===== config.mk =====
export PLATFORM = sky130hd
export DESIGN_NAME = axi_wr_arbiter_flat
export DESIGN_NICKNAME = d
export VERILOG_FILES = /design/src/rtl/axi_wr_arbiter_if.sv /design/src/rtl/axi_wr_arbiter.sv /design/src/flat_wrapper.sv
export SDC_FILE = /design/constraint.sdc
export NUM_CORES = 1
export LEC_CHECK = 0
export ABC_AREA = 1
export CORE_AREA = 2 2 159 161
export CTS_CLUSTER_DIAMETER = 120
export CTS_CLUSTER_SIZE = 25
export DETAILED_ROUTE_END_ITERATION = 10
export DIE_AREA = 0 0 161 163
export SETUP_SLACK_MARGIN = 0.02
export SYNTH_ARGS = -nofsm -noshare
export SYNTH_HDL_FRONTEND = slang
export SYNTH_SLANG_ARGS = --single-unit

===== constraint.sdc =====
create_clock -name aclk -period 2.1 [get_ports aclk]
set_input_delay 0.21 -clock aclk [delete_from_list [all_inputs] [get_ports aclk]]
set_output_delay 0.21 -clock aclk [all_outputs]
set_load 0.01 [all_outputs]

===== src/rtl/axi_wr_arbiter_if.sv =====
// Bus bundle for axi_wr_arbiter: two upstream AXI write masters plus one downstream slave port.
// The slave modport is the arbiter's view; the master modport is the surrounding environment's.
interface axi_wr_arbiter_if;
  logic [1:0]   m_awvalid;
  logic [1:0]   m_awready;
  logic [99:0]  m_awpay;
  logic [1:0]   m_wvalid;
  logic [1:0]   m_wlast;
  logic [1:0]   m_wready;
  logic [143:0] m_wpay;
  logic [1:0]   m_bvalid;
  logic [1:0]   m_bready;
  logic [1:0]   m_bresp;
  logic [8:0]   m_bid;
  logic         s_awvalid;
  logic         s_awready;
  logic [49:0]  s_awpay;
  logic         s_wvalid;
  logic         s_wlast;
  logic         s_wready;
  logic [71:0]  s_wpay;
  logic         s_bvalid;
  logic [1:0]   s_bresp;
  logic [8:0]   s_bid;
  logic         s_bready;

  modport slave (
    input  m_awvalid, m_awpay, m_wvalid, m_wlast, m_wpay, m_bready,
           s_awready, s_wready, s_bvalid, s_bresp, s_bid,
    output m_awready, m_wready, m_bvalid, m_bresp, m_bid,
           s_awvalid, s_awpay, s_wvalid, s_wlast, s_wpay, s_bready
  );

  modport master (
    output m_awvalid, m_awpay, m_wvalid, m_wlast, m_wpay, m_bready,
           s_awready, s_wready, s_bvalid, s_bresp, s_bid,
    input  m_awready, m_wready, m_bvalid, m_bresp, m_bid,
           s_awvalid, s_awpay, s_wvalid, s_wlast, s_wpay, s_bready
  );
endinterface


===== src/rtl/axi_wr_arbiter.sv =====
// Two-master AXI write arbiter with outstanding-write limit and B routing on awid[8].
// Define WARB_FIXED_PRIO_EN for fixed master-0 priority; default is round-robin.
module axi_wr_arbiter #(
  parameter int unsigned MAX_OUTST = 8
) (
  input  logic              aclk,
  input  logic              aresetn,
  axi_wr_arbiter_if.slave   bus
);

  typedef enum logic [1:0] {IDLE, ADDR, DATA} state_t;

  localparam logic [3:0] MaxOutst = 4'(MAX_OUTST);

  state_t      state_q, state_d;
  logic        grant_q, grant_d;
  logic [3:0]  outst_q, outst_d;
  logic        pick;

  logic [1:0]  m_awready, m_wready, m_bvalid;
  logic        s_awvalid, s_wvalid, s_wlast, s_bready;
  logic [49:0] s_awpay;
  logic [48:0] aw_sel;
  logic [71:0] s_wpay;
  logic        aw_hs, b_hs, aw_inc, b_dec, b_sel;

`ifdef WARB_FIXED_PRIO_EN
  assign pick = ~bus.m_awvalid[0];
`else
  logic prio_q;

  // Pointer only matters on a tie; it flips to the other master after every slave AW handshake.
  assign pick = (&bus.m_awvalid) ? prio_q : bus.m_awvalid[1];

  always_ff @(posedge aclk or negedge aresetn) begin
    if (!aresetn) begin
      prio_q <= 1'b0;
    end else if (aw_hs) begin
      prio_q <= ~grant_q;
    end
  end
`endif

  always_comb begin
    state_d   = state_q;
    grant_d   = grant_q;
    m_awready = '0;
    m_wready  = '0;
    s_awvalid = 1'b0;
    s_awpay   = '0;
    s_wvalid  = 1'b0;
    s_wlast   = 1'b0;
    s_wpay    = '0;
    aw_sel    = grant_q ? bus.m_awpay[98:50] : bus.m_awpay[48:0];
    case (state_q)
      IDLE: begin
        if ((|bus.m_awvalid) && (outst_q < MaxOutst)) begin
          grant_d = pick;
          state_d = ADDR;
        end
      end
      ADDR: begin
        s_awvalid = 1'b1;
        s_awpay   = {grant_q, aw_sel};
        if (bus.s_awready) begin
          m_awready[grant_q] = 1'b1;
          state_d            = DATA;
        end
      end
      DATA: begin
        s_wvalid          = bus.m_wvalid[grant_q];
        s_wlast           = bus.m_wlast[grant_q];
        s_wpay            = grant_q ? bus.m_wpay[143:72] : bus.m_wpay[71:0];
        m_wready[grant_q] = bus.s_wready;
        if (s_wvalid && bus.s_wready && s_wlast) begin
          state_d = IDLE;
        end
      end
      default: state_d = IDLE;
    endcase
  end

  assign b_sel    = bus.s_bid[8];
  assign m_bvalid = b_sel ? {bus.s_bvalid, 1'b0} : {1'b0, bus.s_bvalid};
  assign s_bready = bus.m_bready[b_sel];

  assign aw_hs  = s_awvalid & bus.s_awready;
  assign b_hs   = bus.s_bvalid & s_bready;
  assign aw_inc = aw_hs && (outst_q != 4'hF);
  assign b_dec  = b_hs && (outst_q != 4'h0);

  always_comb begin
    outst_d = outst_q;
    case ({aw_inc, b_dec})
      2'b10:   outst_d = outst_q + 4'd1;
      2'b01:   outst_d = outst_q - 4'd1;
      default: outst_d = outst_q;
    endcase
  end

  always_ff @(posedge aclk or negedge aresetn) begin
    if (!aresetn) begin
      state_q <= IDLE;
      grant_q <= 1'b0;
      outst_q <= '0;
    end else begin
      state_q <= state_d;
      grant_q <= grant_d;
      outst_q <= outst_d;
    end
  end

  assign bus.m_awready = m_awready;
  assign bus.m_wready  = m_wready;
  assign bus.m_bvalid  = m_bvalid;
  assign bus.m_bresp   = bus.s_bresp;
  assign bus.m_bid     = {1'b0, bus.s_bid[7:0]};
  assign bus.s_awvalid = s_awvalid;
  assign bus.s_awpay   = s_awpay;
  assign bus.s_wvalid  = s_wvalid;
  assign bus.s_wlast   = s_wlast;
  assign bus.s_wpay    = s_wpay;
  assign bus.s_bready  = s_bready;

endmodule


===== src/flat_wrapper.sv =====
// flat-port wrapper written by rule: the top's interface ports become plain ports
module axi_wr_arbiter_flat 
#(
  parameter int unsigned MAX_OUTST = 8
)
  (aclk, aresetn, bus_m_awvalid, bus_m_awpay, bus_m_wvalid, bus_m_wlast, bus_m_wpay, bus_m_bready, bus_s_awready, bus_s_wready, bus_s_bvalid, bus_s_bresp, bus_s_bid, bus_m_awready, bus_m_wready, bus_m_bvalid, bus_m_bresp, bus_m_bid, bus_s_awvalid, bus_s_awpay, bus_s_wvalid, bus_s_wlast, bus_s_wpay, bus_s_bready);
  axi_wr_arbiter_if bus_i ();
  input  logic aclk;
  input  logic aresetn;
  input wire logic [$bits(bus_i.m_awvalid)-1:0] bus_m_awvalid;
  input wire logic [$bits(bus_i.m_awpay)-1:0] bus_m_awpay;
  input wire logic [$bits(bus_i.m_wvalid)-1:0] bus_m_wvalid;
  input wire logic [$bits(bus_i.m_wlast)-1:0] bus_m_wlast;
  input wire logic [$bits(bus_i.m_wpay)-1:0] bus_m_wpay;
  input wire logic [$bits(bus_i.m_bready)-1:0] bus_m_bready;
  input wire logic [$bits(bus_i.s_awready)-1:0] bus_s_awready;
  input wire logic [$bits(bus_i.s_wready)-1:0] bus_s_wready;
  input wire logic [$bits(bus_i.s_bvalid)-1:0] bus_s_bvalid;
  input wire logic [$bits(bus_i.s_bresp)-1:0] bus_s_bresp;
  input wire logic [$bits(bus_i.s_bid)-1:0] bus_s_bid;
  output wire logic [$bits(bus_i.m_awready)-1:0] bus_m_awready;
  output wire logic [$bits(bus_i.m_wready)-1:0] bus_m_wready;
  output wire logic [$bits(bus_i.m_bvalid)-1:0] bus_m_bvalid;
  output wire logic [$bits(bus_i.m_bresp)-1:0] bus_m_bresp;
  output wire logic [$bits(bus_i.m_bid)-1:0] bus_m_bid;
  output wire logic [$bits(bus_i.s_awvalid)-1:0] bus_s_awvalid;
  output wire logic [$bits(bus_i.s_awpay)-1:0] bus_s_awpay;
  output wire logic [$bits(bus_i.s_wvalid)-1:0] bus_s_wvalid;
  output wire logic [$bits(bus_i.s_wlast)-1:0] bus_s_wlast;
  output wire logic [$bits(bus_i.s_wpay)-1:0] bus_s_wpay;
  output wire logic [$bits(bus_i.s_bready)-1:0] bus_s_bready;
  assign bus_i.m_awvalid = bus_m_awvalid;
  assign bus_i.m_awpay = bus_m_awpay;
  assign bus_i.m_wvalid = bus_m_wvalid;
  assign bus_i.m_wlast = bus_m_wlast;
  assign bus_i.m_wpay = bus_m_wpay;
  assign bus_i.m_bready = bus_m_bready;
  assign bus_i.s_awready = bus_s_awready;
  assign bus_i.s_wready = bus_s_wready;
  assign bus_i.s_bvalid = bus_s_bvalid;
  assign bus_i.s_bresp = bus_s_bresp;
  assign bus_i.s_bid = bus_s_bid;
  assign bus_m_awready = bus_i.m_awready;
  assign bus_m_wready = bus_i.m_wready;
  assign bus_m_bvalid = bus_i.m_bvalid;
  assign bus_m_bresp = bus_i.m_bresp;
  assign bus_m_bid = bus_i.m_bid;
  assign bus_s_awvalid = bus_i.s_awvalid;
  assign bus_s_awpay = bus_i.s_awpay;
  assign bus_s_wvalid = bus_i.s_wvalid;
  assign bus_s_wlast = bus_i.s_wlast;
  assign bus_s_wpay = bus_i.s_wpay;
  assign bus_s_bready = bus_i.s_bready;
  axi_wr_arbiter #(.MAX_OUTST(MAX_OUTST)) u_core (.aclk(aclk), .aresetn(aresetn), .bus(bus_i));
endmodule

; ---- Yosys cells after proc, flatten, opt, wreduce, memory -nomap -nowiden
; Index checks and enable logic that the tools add are counted.
[totals]
register_bits = 8
in_bits = 268
wordCells = 60
[classes]
n_addsub = 2
order_cmp = 4
n_eq_ne = 8
mux = 25
n_bitwise = 4
reduce_logical = 13
[op_table]
columns = operator, count
row1 = $mux 72, 2
row2 = $mux 50, 1
row3 = $mux 49, 1
row4 = $mux 2, 7
row5 = $mux 1, 11
row6 = $pmux 4 s2, 1
row7 = $logic_and 1x1->1, 6
row8 = $pmux 2 s3, 1
row9 = $add 4x1->4 const B, 1
row10 = $eq 2x1->1 const B, 2
row11 = $eq 2x2->1 const B, 2
row12 = $lt 1x2->1 const B, 2
row13 = $lt 4x4->1 const B, 1
row14 = $ne 2x1->1 const B, 2
row15 = $ne 4x4->1 const B, 1
row16 = $reduce_and 2->1, 2
row17 = $reduce_bool 4->1, 1
row18 = $sub 4x1->4 const B, 1
row19 = $reduce_and 3->1, 1
row20 = $and 1x1->1, 2
row21 = $and 2x2->2, 1
row22 = $logic_not 2->1, 1
row23 = $ne 2x2->1 const B, 1
row24 = $reduce_bool 2->1, 1
row25 = other kinds (4), 4

; ---- Longest topological paths before layout
; Gate-level depths: netlist (run 1).
[depth]
ltp_word = 6
mapped_depth = 14
ltp_nobuf = 14

; ---- Least setup slack after synthesis (run 1)
; Ideal clock, no wire load.
[synth_path]
path_kind = register to register
from = reg u_core.state_q[1]
to = reg u_core.outst_q[2]
setup_time_ns = 0.129
arrival_time_ns = 1.835
slack_ns = 0.135
path_stages_with_launch = 12
period_less_slack_ns = 1.965
path_cell_list = dfrtp_1 > nor2_1 > inv_2 > nor2_4 > nand2_1 > ha_1 > nor2_1 > nor2_1 > ha_1 > a21oi_1 > xor2_1 > o21ai_0
[synth_via]
elab_chain_cells = 6
[synth_lines]
columns = element, line_no
row1 = "start, declared", axi_wr_arbiter.sv:15  ; state_t state_q, state_d;
row2 = "start signal, assigned", axi_wr_arbiter.sv:107  ; state_q <= state_d;
row3 = $eq 2x1->1 (*), axi_wr_arbiter.sv:55  ; case (state_q)
row4 = $mux 1 (*), axi_wr_arbiter.sv:55
row5 = named net bus_s_awvalid, flat_wrapper.sv:26  ; output wire logic [$bits(bus_i.s_awvalid)-1:0] bus_s_awvalid;
row6 = $and 1x1->1 (*), axi_wr_arbiter.sv:87  ; assign aw_hs = s_awvalid & bus.s_awready;
row7 = $logic_and 1x1->1 (*), axi_wr_arbiter.sv:89  ; assign aw_inc = aw_hs && (outst_q != 4'hF);
row8 = $eq 2x1->1 or $eq 2x2->1 (tied branches), axi_wr_arbiter.sv:94  ; case ({aw_inc, b_dec})
row9 = $pmux 4 s2 or $reduce_bool 2->1 (tied branches), --
row10 = "end signal, assigned", axi_wr_arbiter.sv:109  ; outst_q <= outst_d;
row11 = "end, declared", axi_wr_arbiter.sv:17  ; logic [3:0] outst_q, outst_d;
; The timed path passes the listed nets; every way through them passes the cells marked *.
; A chain may end at the register's enable or synchronous reset.

; ---- Final worst setup path (run 1)
[layout_path]
from = reg u_core.grant_q
to = out bus_m_awready[1]
[layout_via]
elab_chain_cells = 6
[layout_lines]
columns = element, line_no
row1 = "start, declared", axi_wr_arbiter.sv:16  ; logic grant_q, grant_d;
row2 = "start signal, assigned", axi_wr_arbiter.sv:108  ; grant_q <= grant_d;
row3 = $lt 1x2->1 (implied by the code) or $ge 1x1->1 (tied branches), axi_wr_arbiter.sv:66  ; m_awready[grant_q] = 1'b1;
row4 = $logic_and 1x1->1 (implied by the code), axi_wr_arbiter.sv:66
row5 = $mux 1 (implied by the code), axi_wr_arbiter.sv:66
row6 = $demux 1 s1 (*), --
row7 = $mux 2 (*), axi_wr_arbiter.sv:65  ; if (bus.s_awready) begin
row8 = $mux 2 (*), axi_wr_arbiter.sv:55
row9 = "end, declared", flat_wrapper.sv:21  ; output wire logic [$bits(bus_i.m_awready)-1:0] bus_m_awready;
; Mark *: on every way between the ends. The rest lies on a longest branch, timed or not.

==> results of run 1 <==
-- repair_timing --
item                       in CTS  in global routing
resized for setup             107                 26
setup endpoints to repair     121                 26
setup buffers                   0                  1
cloned                          1                  3
pin swaps                       0                  0
-- through the flow --
stage          cells  setup TNS [ns]  area (um2)  total power (uW)  hold WS, ns
3_3_place_gp    1194          -0.172        6690              5190        0.420
4_1_cts         1199         -0.0336        6700              5400        0.284
2_1_floorplan    499               0        2470              2700      -0.0856
5_1_grt         1203         -0.0422        6860              5990        0.310
3_5_place_dp    1194          -0.179        6690              5210        0.420
6_report        1203               0        6860              5510        0.273
-- power groups by stage --
stage	clock [uW]	sequential, uW	combinational, uW
after floorplan	0	293	2400
after global routing	349	333	5310
after global placement	0	302	4890
after detailed placement	0	303	4910
after CTS	351	310	4730
final	347	325	4840
-- flip-flops by register name, summed over array words and instances, names as in the netlist --
name / cells
u_core.outst_q: 4
u_core.state_q: 2
u_core.grant_q: 1
u_core.prio_q: 1
-- cells in the mapped netlist (all sizes together) --
master	n
nand2	259
a21oi	122
buf	43
inv	18
o21ai	11
nor2	10
clkbuf	8
dfrtp	8
nor3	6
ha	3
nand3	3
or2	2
xnor2	2
conb	1
nand4	1
nor4	1
xor2	1
-- logic make-up after synthesis --
| group | Yosys count |
|---|---|
| adder cells (fa/ha/maj) | 3 |
| XOR/XNOR | 3 |
| AND/OR/NAND/NOR | 282 |
| AO/OA/AOI/OAI | 133 |
| buffers and inverters | 69 |
| flip-flops | 8 |
| other | 1 |
-- final cells by class --
cell class	instances	area, um2	area share, %
Tap cell	330	413	6.02
Inverter	18	80.1	1.17
Clock buffer	4	78.8	1.15
Timing Repair Buffer	421	4220	61.6
Sequential cell	8	204	2.97
Multi-Input combinational cell	422	1860	27.1
-- critical path, cell delays in order (launching register included) --
cell and delay [ns]:
dfrtp_4 0.51, clkinv_8 0.12, buf_16 0.18, nor3_1 0.18, clkdlybuf4s50_1 0.58
-- cells in the final DEF, fill, tap and decap left out, drive strengths merged, types with 2 or more instances in the layout --
cell type,count
a21oi,122
or2,2
dfrtp,8
nand2,259
inv,17
dlygate4sd2,93
nor2,10
nand3,3
xnor2,2
clkdlybuf4s50,273
ha,3
dlymetal6s2s,17
clkbuf,8
o21ai,11
buf,33
nor3,6
-- how the worst max path moves through the flow --
stage | startpoint | to | slack (ns) | cells past startpoint
6_report | u_core.grant_q | bus_m_awready[1] | 0.07 | 4
5_1_grt | bus_s_bid[8] | u_core.outst_q[2] | -0.04 | 12
4_1_cts | u_core.grant_q | bus_s_wpay[0] | -0.03 | 5
3_5_place_dp | bus_s_bid[8] | u_core.outst_q[2] | -0.16 | 11
3_3_place_gp | bus_s_bid[8] | u_core.outst_q[2] | -0.16 | 11
2_1_floorplan | u_core.state_q[1] | u_core.outst_q[2] | 0.14 | 11
-- per-layer routing --
layer / vias up / GRT usage [%]
li1: 2329 / -
met1: 2026 / 14.0
met2: 248 / 21.5
met3: 7 / 2.60
met4: 0 / 1.10
met5: - / 0
==> reports/results.tsv, run 1 <==
metric	value	unit
status	complete, no violations	
Flop pwr share	5.9	%
Pwr Density	803	mW/mm2
Synth Area in Adders	1.52	%
VDD IR max	455	uV
static leakage	0.00344	uW
met3 WL	1620	um
full die area	0.0262	mm2
GR Overflow Total	0	
simple-gate share of the synthesized area	44.1	%
combinational family with the most area after synthesis	simple AND/OR/NAND/NOR gates	
post-synth top area cell	nand2_1	
worst slack, placed	-0.158	ns
share of the synthesized area in the top cell type	39.4	%
GPL Wtd Cong	0.792	
Vert. Die Dim	163	um
worst setup margin	0.0715	ns
cell area after synthesis	0.00247	mm2
first-pass GRT wire length	24400	um
Reg clk slew, reported paths	0.04	ns
Sw Pwr	2770	uW
worst reg-to-reg setup slack	0.26	ns
CTS root buffer	clkbuf_16	
TritonCTS buffer count	3	
setup violators final	0	
layout cells sized above 1	6.53	%
Final Skew	0.000292	ns
Nets	1145	
Hold Buf Count CTS	0	
post-synthesis cell count	499	
Clock Sinks	8	
Seq/Total Area, Yosys	8.12	%
sw frac	50.3	%
Clk pwr share	6.3	%
DR vias/cell	3.83	
max-slew violations	0	
n_diodes	0	
post-detail-place hpwl	13300	um
kind of start point of the critical path	register	
Gate power share	87.8	%
Max Fanout on Critical Path	15	
Crit path arrival time	1.82	ns
Hold Vio Cnt, Final	0	
Int Power	2740	uW
syn avg cell area	4.94	um2
FP Rows	58	
drt total wl	17300	um
Compound-Gate Fraction of Synth Area	27.4	%
Max Cap Viol	0	
iteration count of the initial detailed-routing pass	4	
met2 routed WL	8660	um
syn nets	770	
area grow syn2layout	178	%
DRC	0	
CTS H-tree depth	1	
final core occ	27.8	%
top routing layer used	met4	
Critical R2R Launch	u_core.state_q[1]	
antenna violation net count after detailed routing	0	
Final period util	96.6	%
Reg2Reg Depth	11	
CTS tree	yes	
Metal-1 WL	6940	um
post-synthesis mux area share	0	%
ranking of synthesized cells by area	nand2_1 39%, a21oi_1 25%, dfrtp_1 8.1%	
initial core utilization	9.99	%
worst skew pair latency	0.24	ns
fmax	493	MHz
unrepaired setup endpoints after global routing	true	
HP Class	input pin to asynchronous set/reset pin	
critical path class	register to output port	
XOR/XNOR Fraction of Synth Area	1.07	%
die width	161	um
drt wl/cell	14.4	um
synth unique cells	24	
yosys warns	0	
post-synthesis register bit count	8	
crit path time final	2.03	ns
Critical Path RT	1.89	ns
core area	0.0247	mm2
# fillers	2754	
I/O Pins	411	
routed via count	4610	
DR iter-0 viols	188	
crit end category	output port	
antenna violations before repair	0	
overall routing resource usage	11.5	%
pin count of the biggest net entering global routing	60	
CTS Buffer Depth	2	
vias in the first global route	4460	
Critical R2R Capture	u_core.outst_q[2]	
PortBufs	387	
Power figures use the tool's default switching activity.
==> run 2, diff against run 1 <==
- TNS_END_PERCENT: default -> 5
==> reports/results.tsv, run 2 (synthesis results as in run 1) <==
metric	value	unit	change
GR Overflow Total	0		unchanged
max reg flops	4		unchanged
Vert. Die Dim	163	um	unchanged
layout cells sized above 1	5.64	%	was 6.53%
HP Class	input pin to asynchronous set/reset pin		unchanged
die width	161	um	unchanged
static leakage	0.00339	uW	was 0.00344 uW
# fillers	2768		was 2754
FP Rows	58		unchanged
routed via count	4544		was 4610
Crit path arrival time	1.96	ns	was 1.82 ns
Top reg by flops	u_core.outst_q		unchanged
worst setup margin	-0.0679	ns	was 0.0715 ns
Non-Filler Instances	1199		was 1203
commonest non-fill, non-tap cell in the layout	clkdlybuf4s50_1		unchanged
DRC	0		unchanged
critical path class	register to output port		unchanged
setup violators final	3		was 0
kind of start point of the critical path	register		unchanged
overall routing resource usage	11.2	%	was 11.5%
unrepaired setup endpoints after global routing	true		unchanged
full die area	0.0262	mm2	unchanged
Pwr Density	774	mW/mm2	was 803 mW/mm2
CTS H-tree depth	1		unchanged
Reg clk slew, reported paths	0.04	ns	about the same
Hold Vio Cnt, Final	0		unchanged
drt total wl	16600	um	was 17300 um
failing checks	negative setup slack		
antenna violation net count after detailed routing	0		unchanged
GPL Wtd Cong	0.792		unchanged
Nets	1141		was 1145
iteration count of the initial detailed-routing pass	4		unchanged
Final Skew	0.000795	ns	was 0.000292 ns
drt wl/cell	13.8	um	was 14.4 um
Max Fanout on Critical Path	52		was 15
PortBufs	387		unchanged
final instance area	0.00673	mm2	was 0.00686 mm2
n_diodes	0		unchanged
max-slew violations	0		unchanged
Hold Buf Count CTS	0		unchanged
Clock Sinks	8		unchanged
Max Cap Viol	0		unchanged
Critical Path RT	1.89	ns	about the same
core area	0.0247	mm2	unchanged
Final period util	103	%	was 96.6%
area grow syn2layout	173	%	was 178%
CTS Buffer Depth	2		unchanged
status	finished with violations		was complete, no violations
fmax	461	MHz	was 493 MHz
TritonCTS buffer count	3		unchanged
Reg2Reg Depth	9		was 11
leading registers by flop count	u_core.outst_q x4, u_core.state_q x2		unchanged
I/O Pins	411		unchanged
Post-Place Cells	1194		unchanged
worst skew pair latency	0.24	ns	about the same
VDD IR max	451	uV	was 455 uV
placed inst area	0.00669	mm2	unchanged
crit path time final	2.17	ns	was 2.03 ns
post-detail-place hpwl	13300	um	unchanged
CTS tree	yes		unchanged
crit end category	output port		unchanged
Setup TNS	-0.163	ns	was 0 ns
DR iter-0 viols	201		was 188
CTS root buffer	clkbuf_16		unchanged
DR vias/cell	3.79		was 3.83
initial core utilization	9.99	%	unchanged
antenna violations before repair	0		unchanged
most frequent cells in the layout	267 x clkdlybuf4s50_1, 259 x nand2_1, 120 x a21oi_1		was 273 x clkdlybuf4s50_1, 259 x nand2_1, 119 x a21oi_1
pin count of the biggest net entering global routing	60		unchanged
first-pass GRT wire length	23800	um	was 24400 um
vias in the first global route	4399		was 4460
run 2: metrics by stage:
stage	setup WS [ns]	utilization, %	power [uW]	hold WS [ns]
final	-0.0679	27.3	5210	0.277
after global routing	-0.118	27.3	5690	0.310
after CTS	-0.150	27.0	5250	0.284
after detailed placement	-0.158	27.1	5210	0.420
after floorplan	0.135	-	2700	-0.0856
after global placement	-0.157	27.1	5190	0.420
run 2: layout make-up:
| cell class | count | area, um2 | share of cell area, % |
|---|---|---|---|
| repair buffers | 417 | 4110 | 61.1 |
| multi-input cells | 422 | 1850 | 27.5 |
| well taps | 330 | 413 | 6.14 |
| flip-flops and latches | 8 | 204 | 3.03 |
| clock buffers | 4 | 78.8 | 1.17 |
| inverters | 18 | 72.6 | 1.08 |
run 2: power by group:
group | switching [uW] | total [uW] | internal, uW
Combinational | 2500 | 4560 | 2060
Clock | 89.6 | 344 | 254
Sequential | 70.4 | 307 | 236
run 2: critical path, stage by stage (launching register included):
cell and delay (ns):
dfrtp_4 0.46, buf_12 0.23, buf_4 0.21, nand2_1 0.07
a21oi_1 0.14, clkdlybuf4s50_1 0.55
run 2: path summary, 6_finish.rpt:
check,slack (ns),start,endpoint
worst max-delay path,-0.07,u_core.grant_q,bus_s_wpay[31]
worst min-delay path,0.28,aresetn,u_core.outst_q[1]
worst max register to register,0.18,u_core.outst_q[0],u_core.outst_q[2]
worst min register to register,0.48,u_core.prio_q,u_core.prio_q
max in group asynchronous,1.49,aresetn,u_core.grant_q
min in group aclk,0.42,bus_s_bid[3],bus_m_bid[3]
run 2: what timing repair did:
action | 4_1_cts | 5_1_grt
endpoints found under the setup margin | 121 | 21
buffers inserted | 0 | 0
gates cloned | 0 | 1
pin swaps | 0 | 0
resized for setup | 109 | 20
run 2: layer usage:
layer | wire [um] | vias to the layer above | global-route usage, %
li1 | - | 2321 | -
met1 | 6730 | 1976 | 13.6
met2 | 8220 | 240 | 20.9
met3 | 1540 | 7 | 2.60
met4 | 61 | 0 | 1.10
met5 | 0 | - | 0
==> run 3, diff against run 2 <==
- ABC_CLOCK_PERIOD_IN_PS: default -> 2100
==> results of run 3 <==
Final layout, timing and power as in run 2 (identical DEF).
